[config.mk]
export PLATFORM = sky130hd
export DESIGN_NAME = sd_fifo_rx_filler
export DESIGN_NICKNAME = d
export VERILOG_FILES = /design/src/rtl/sd_rx_filler_pkg.sv /design/src/rtl/sd_rx_sync_fifo.sv /design/src/rtl/sd_fifo_rx_filler.sv
export SDC_FILE = /design/constraint.sdc
export NUM_CORES = 1
export LEC_CHECK = 0
export ABC_AREA = 1
export CAP_MARGIN = 20
export CORE_MARGIN = 2
export CORE_UTILIZATION = 50
export CTS_CLUSTER_DIAMETER = 40
export CTS_CLUSTER_SIZE = 10
export DETAILED_ROUTE_END_ITERATION = 10
export DONT_BUFFER_PORTS = 1
export PLACE_DENSITY = 0.73
export SYNTH_ARGS = -nofsm -noshare
export SYNTH_HDL_FRONTEND = slang
export SYNTH_HIERARCHICAL = 1
export SYNTH_SLANG_ARGS = --single-unit
[constraint.sdc]
create_clock -name clk -period 3.3 [get_ports clk]
set_input_delay 0.66 -clock clk [delete_from_list [all_inputs] [get_ports clk]]
set_output_delay 0.66 -clock clk [all_outputs]
set_load 0.01 [all_outputs]
[src/rtl/sd_rx_filler_pkg.sv]
// rtl/sd_rx_filler_pkg.sv - shared types and constants for the SD receive-side FIFO filler
package sd_rx_filler_pkg;

  typedef enum logic {
    IDLE = 1'b0,
    BUS  = 1'b1
  } state_t;

  localparam logic [2:0] CTI_CLASSIC      = 3'b000;
  localparam logic [1:0] BTE_LINEAR       = 2'b00;
  localparam int         ADR_STEP_DEFAULT = 4;

endpackage

[src/rtl/sd_rx_sync_fifo.sv]
// rtl/sd_rx_sync_fifo.sv - single-clock FIFO with registered count, full and empty flags
module sd_rx_sync_fifo #(
  parameter int AW = 3,
  parameter int DW = 32
) (
  input  logic          clk,
  input  logic          rst,
  input  logic          push,
  input  logic          pop,
  input  logic [DW-1:0] din,
  output logic [DW-1:0] dout,
  output logic [AW:0]   count,
  output logic          full,
  output logic          fe
);

  localparam int DEPTH = 2 ** AW;

  logic [DW-1:0] mem [DEPTH];
  logic [AW-1:0] rptr;
  logic [AW-1:0] wptr;
  logic          do_push;
  logic          do_pop;

  // Pop only sees registered contents, so a word pushed this cycle is not yet poppable.
  assign do_push = push && !full;
  assign do_pop  = pop && !fe;

  assign full = (count == (AW+1)'(DEPTH));
  assign fe   = (count == '0);
  assign dout = mem[rptr];

  always_ff @(posedge clk) begin
    if (do_push) begin
      mem[wptr] <= din;
    end
  end

  always_ff @(posedge clk) begin
    if (rst) begin
      rptr  <= '0;
      wptr  <= '0;
      count <= '0;
    end else begin
      if (do_push) begin
        wptr <= wptr + 1'b1;
      end
      if (do_pop) begin
        rptr <= rptr + 1'b1;
      end
      case ({do_push, do_pop})
        2'b10:   count <= count + 1'b1;
        2'b01:   count <= count - 1'b1;
        default: count <= count;
      endcase
    end
  end

endmodule

[src/rtl/sd_fifo_rx_filler.sv]
// rtl/sd_fifo_rx_filler.sv - buffers SD receive words and writes them to memory as a Wishbone classic master
module sd_fifo_rx_filler
  import sd_rx_filler_pkg::*;
#(
  parameter int FIFO_AW  = 3,
  parameter int ADR_STEP = ADR_STEP_DEFAULT
) (
  input  logic        clk,
  input  logic        rst,
  output logic [31:0] m_wb_adr_o,
  output logic        m_wb_we_o,
  output logic [31:0] m_wb_dat_o,
  output logic        m_wb_cyc_o,
  output logic        m_wb_stb_o,
  input  logic        m_wb_ack_i,
  output logic [2:0]  m_wb_cti_o,
  output logic [1:0]  m_wb_bte_o,
  input  logic        en,
  input  logic [31:0] adr,
  input  logic [31:0] dat_i,
  input  logic        wr,
  output logic        full,
  output logic        fe,
  output logic        ovf
);

  state_t         state_q;
  state_t         state_d;
  logic           pop;
  logic [31:0]    head;
  logic [FIFO_AW:0] count;
  logic [31:0]    dat_q;
  logic [31:0]    offset_q;
  logic           ovf_q;
  logic           idle_clear;

  sd_rx_sync_fifo #(
    .AW (FIFO_AW),
    .DW (32)
  ) u_fifo (
    .clk   (clk),
    .rst   (rst),
    .push  (wr),
    .pop   (pop),
    .din   (dat_i),
    .dout  (head),
    .count (count),
    .full  (full),
    .fe    (fe)
  );

  always_comb begin
    state_d = state_q;
    pop     = 1'b0;
    case (state_q)
      IDLE: begin
        if (en && (count != '0)) begin
          state_d = BUS;
          pop     = 1'b1;
        end
      end
      BUS: begin
        if (m_wb_ack_i) begin
          state_d = IDLE;
        end
      end
      default: state_d = IDLE;
    endcase
  end

  assign idle_clear = (state_q == IDLE) && !en;

  always_ff @(posedge clk) begin
    if (rst) begin
      state_q  <= IDLE;
      dat_q    <= '0;
      offset_q <= '0;
      ovf_q    <= 1'b0;
    end else begin
      state_q <= state_d;
      if (pop) begin
        dat_q <= head;
      end
      if ((state_q == BUS) && m_wb_ack_i) begin
        offset_q <= offset_q + 32'(ADR_STEP);
      end else if (idle_clear) begin
        offset_q <= '0;
      end
      // A dropped word wins over a same-cycle clear so the loss is never hidden.
      if (wr && full) begin
        ovf_q <= 1'b1;
      end else if (idle_clear) begin
        ovf_q <= 1'b0;
      end
    end
  end

  assign m_wb_cyc_o = (state_q == BUS);
  assign m_wb_stb_o = m_wb_cyc_o;
  assign m_wb_we_o  = m_wb_cyc_o;
  assign m_wb_dat_o = dat_q;
  assign m_wb_adr_o = adr + offset_q;
  assign m_wb_cti_o = CTI_CLASSIC;
  assign m_wb_bte_o = BTE_LINEAR;
  assign ovf        = ovf_q;

endmodule

## Word-level counts from Yosys, hierarchy flattened

Memories as Yosys holds them, arrays and structs flattened. A register that Yosys moved wholly into a read port is not among the register bits.
Cells that the tools add are included.

| operators by class | value |
|---|---|
| order comparisons | 0 |
| divide/modulo/power cells | 0 |
| bitwise logic cells | 1 |
| muxes and demuxes | 11 |
| reductions and logical operators | 14 |
| add/sub/neg operators | 6 |
| multiply operators | 0 |
| shift operators | 0 |
| equal/unequal tests | 3 |

Operators by type and width:

| operator | count |
|---|---|
| 2-to-1 mux 32 bit | 2 |
| adder 32 x 3 -> 32 bit (second input constant) | 1 |
| adder 32 bit | 1 |
| one-hot mux 4 bit (2 select lines) | 1 |
| 2-to-1 mux 1 bit | 7 |
| adder 3 x 1 -> 3 bit (second input constant) | 2 |
| logical AND 1 bit | 6 |
| nonzero test 2 bit | 3 |
| adder 4 x 1 -> 4 bit (second input constant) | 1 |
| equality test 4 bit (second input constant) | 1 |
| logical NOT 4 bit | 1 |
| nonzero test 4 bit | 1 |
| subtractor 4 x 1 -> 4 bit (second input constant) | 1 |
| logical NOT 1 bit | 3 |
| equality test 2 x 1 -> 1 bit (second input constant) | 1 |
| equality test 2 bit (second input constant) | 1 |
| one-hot mux 1 bit (2 select lines) | 1 |
| NOT 1 bit | 1 |

| storage, ports and cells | value |
|---|---|
| output and inout port bits | 75 |
| memory bits (writable) | 256 |
| word-level logic and storage cells | 42 |
| memories kept | 1 |
| bits of input ports | 69 |
| latch bits | 0 |
| ROM bits | 0 |
| bits in registers | 44 |

Memory list:

| name | words | width | rd ports | clocked after memory_dff | write ports | line | text |
|---|---|---|---|---|---|---|---|
| u_fifo.mem | 8 | 32 | 1 | 1 | 1 | sd_rx_sync_fifo.sv:19 | `logic [DW-1:0] mem [DEPTH];` |

## Depth between registers and ports, before layout

| depth | value |
|---|---|
| word-level depth | 7 |
| depth in mapped cells | 17 |
| mapped depth without buffers | 16 |

## Hierarchy

Netlist, hierarchy kept.

Modules (own cells, without submodules):

| module | times used | cells an instance | area an instance (µm²) | seq. area each (µm²) |
|---|---|---|---|---|
| sd_rx_sync_fifo | 1 | 816 | 10,644.0 | 7,947.6 |
| sd_fifo_rx_filler | 1 | 878 | 5,089.9 | 1,281.2 |

## Worst setup path before layout

No wires, ideal clock.

| path | value |
|---|---|
| path type | input to register |
| start point | input port wr |
| end point | memory u_fifo.mem[1][0] (enable) |
| data arrival time | 2,332 ps |
| path buffers | 0 |
| stages on the path | 4 |
| setup time | 421 ps |
| slack | 547 ps |
| data required time | 2,879 ps |
| path through | nand2_1 -> nor2_1 -> inv_1 -> nor2_1 |

| on the way | value |
|---|---|
| longest elaborated chain between the ends | 3 |

Ends and longest elaborated chain:

| item | line | text |
|---|---|---|
| start, declared | sd_fifo_rx_filler.sv:21 | `input logic wr,` |
| logical AND 1 bit | sd_rx_sync_fifo.sv:26 | `assign do_push = push && !full;` |
| 2-to-1 mux 1 bit | sd_rx_sync_fifo.sv:34 | `if (do_push) begin` |
| 2-to-1 mux 1 bit (implied by the code) | sd_rx_sync_fifo.sv:35 | `mem[wptr] <= din;` |
| end, declared | sd_rx_sync_fifo.sv:19 |  |

No other way between the ends.

## Worst setup path in the final report

| path | value |
|---|---|
| start point | register offset_q[11] |
| end point | output port m_wb_adr_o[31] |

| on the way | value |
|---|---|
| longest elaborated chain between the ends | 1 |

Ends and longest elaborated chain:

| item | line | text |
|---|---|---|
| start, declared | sd_fifo_rx_filler.sv:33 | `logic [31:0] offset_q;` |
| start signal, assigned | sd_fifo_rx_filler.sv:85 | `offset_q <= offset_q + 32'(ADR_STEP);` |
| adder 32 bit | sd_fifo_rx_filler.sv:102 | `assign m_wb_adr_o = adr + offset_q;` |
| end, declared | sd_fifo_rx_filler.sv:10 | `output logic [31:0] m_wb_adr_o,` |

No other way between the ends.

==> out/results.tsv <==
metric	value	unit
outcome	completed	
place_congestion	0.926	
synth.cell_area	0.0157	mm²
row_count	64	
cts_resized	0	
grt_usage	22.0	%
pwr-share-seq	44.9	%
holdPathStages	1	
drt_iter0_drc	776	
drive_gt1_share	6.38	%
postCtsSetupRepairBufs	0	
numCtsBuffers	42	
synth_top_area_cell	edfxtp_1	
tightest_slew	0.751	ns
p_leak	6.92	nW
max-slew-margin-rel	49.9	%
synth_flop_cell	edfxtp_1	
n_antenna_cell	0	
final_nets	1795	
async_flop_share	0	%
synth_top_area_share	48.9	%
wl_met2	17600	µm
drt_drc_violations_left	0	
r2r_slack	1.05	ns
avgViaCountPerCell	5.39	
finalSetupTns	0	ns
cp_max_fo	6	
wl	36200	µm
required	2.64	ns
max_clock_freq	0.330	GHz
io_buffers	0	
p_sw_share	29.9	%
synth_edf_count	256	
ys_top_cells_by_area	edfxtp_1 (49%), dfxtp_1 (9.8%), nand2_1 (9.5%)	
yosys_register_bits	333	
syn_avg_cell_area	9.29	µm²
synthToLayoutAreaGrowth	10.6	%
cts_tree	built	
setup_viol	0	
grt_max_degree	129	
clockBufferDepth	3	
dr.max_layer_used	met4	
wl_met3	2590	µm
ys_types	45	
start_kind	flip-flop	
start_util	51.2	%
cts.sinks	333	
fin_crit	3.03	ns
pwr-share-comb	19.2	%
ys_warn_count	6	
vdd_drop_max	0.504	mV
clkTransAtPathRegs	0.05	ns
die_h	181	µm
cts_hold_buf	0	
coreArea	0.0307	mm²
end_kind	output pin	
p_switching	3.49	mW
routedWlPerCell	17.1	µm
final.setup_skew	0.0192	ns
htreeDepth	2	
min_path_type	in2reg	
drtAntennaViolNets	0	
power.density	669	mW/mm²
die_w	181	µm
p_clk_share	35.9	%
period_share	91.8	%
top_level_ports	144	
hpwl	22200	µm
whs	0.208	ns
via_count	11400	
rsz0062_at_grt	no	
grt-ovfl-total	0	
antenna_found_initial	1	
path_class	reg2out	
maxCapViolations	0	
reg2reg_depth	5	
cp.arrival	2.37	ns
die_area	0.0329	mm²
grt_pass1_wl	57400	µm
p_int	8.16	mW
drt-met1-wl	15200	µm
yosysSeqAreaShare	58.7	%
clock_latency	0.53	ns
hold_viol	0	
grt_pass1_vias	11200	
drt_pre_antenna_iters	5	
drv_slew	0	
clk_root_buffer_cell	clkbuf_16	
syn-instance-count	1694	
## metal layers
metal	GRT usage, %	up-vias
li1	-	5650
met1	27.6	5306
met2	38.9	402
met3	3.85	66
met4	6.63	0
met5	0	-
## placed cells by master (no fill, tap or decap), types with 4 or more instances in the layout
cell type,synthesis,final
o21ai_1,25,25
nor2_1,284,275
nand3_2,5,5
ha_1,35,35
buf_12,2,5
clkbuf_16,0,43
conb_1,1,5
nand3_1,44,44
clkinv_1,1,4
mux2i_1,32,32
edfxtp_1,256,256
clkbuf_1,27,19
nand4_1,10,10
o21ai_0,155,155
xor2_1,17,17
dfxtp_1,77,75
a21oi_1,43,43
clkinv_2,0,4
buf_4,17,15
nand2_1,399,399
nor3_1,15,15
nor2_4,7,15
inv_1,156,155
o22ai_1,32,32
## stage by stage
stage | setup WS (ns) | cells | total power, mW | utilization (%) | cell area, µm²
floorplan | 0.547 | 1698 | 6.99 | - | 15700
global placement | 0.575 | 2043 | 7.47 | 52.4 | 16100
detailed placement | 0.512 | 2043 | 7.52 | 52.4 | 16100
CTS | 0.225 | 2119 | 11.7 | 56.6 | 17400
global route | 0.0419 | 2119 | 12.2 | 56.6 | 17400
finish | 0.270 | 2119 | 11.6 | 56.6 | 17400
## synthesized netlist by cell type (13+ instances only)
master,instances
a21oi_1,43
buf_2,13
buf_4,17
clkbuf_1,27
dfxtp_1,77
edfxtp_1,256
ha_1,35
inv_1,156
mux2i_1,32
nand2_1,399
nand3_1,44
nor2_1,284
nor3_1,15
o21ai_0,155
o21ai_1,25
o22ai_1,32
xor2_1,17
## logic make-up (layout without fill, tap and decap cells)
family,Yosys count,in the layout,share of synthesized area [%]
simple gates,776,776,20.0
buf+inv,230,255,6.41
xor+xnor,20,20,1.11
mux,32,32,2.04
flops,333,333,58.7
compound gates,267,267,8.94
fa+ha+maj,35,35,2.78
other cells,1,5,0.0238
## worst max-delay path, cell delays in order (launching register included)
cell and delay (ns):
dfxtp_1 0.45, ha_1 0.33, nand2_1 0.14, inv_1 0.06, nand2_1 0.09, inv_1 0.10, a21oi_1 0.16, nand2_1 0.18
nand2_1 0.12, nand2_1 0.05, nand2_1 0.06, nand2_1 0.11
## final cells by class
| cell class | instances | area (µm²) |
|---|---|---|
| Clock inverter | 12 | 109 |
| Fill cell | 2626 | 13400 |
| Sequential cell | 333 | 9240 |
| Clock buffer | 64 | 1170 |
| Multi-Input combinational cell | 1135 | 5570 |
| Tap cell | 396 | 495 |
| Timing Repair Buffer | 20 | 213 |
| Inverter | 159 | 597 |
## worst paths after layout
kind,start,end
worst max-delay path,offset_q[11],m_wb_adr_o[31]
worst min-delay path,rst,ovf
worst max register to register,u_fifo/count[0],u_fifo/mem[2][23]
worst min register to register,u_fifo/rptr[1],flip-flop
## power by group through the flow
stage	registers, mW	logic (mW)	clock network, mW
finish	5.23	2.24	4.18
global route	5.27	2.50	4.43
CTS	5.23	2.24	4.24
global placement	5.30	2.17	0
floorplan	5.23	1.76	0
detailed placement	5.31	2.21	0
## state kept, by name (all words and copies together) (netlist names), named ones only
register / flops
m_wb_cyc_o: 1
m_wb_dat_o: 32
offset_q: 30
ovf: 1
u_fifo/count: 4
u_fifo/mem: 256
u_fifo/rptr: 3
u_fifo/wptr: 3
Note: power is estimated with default switching activity, not from simulation.
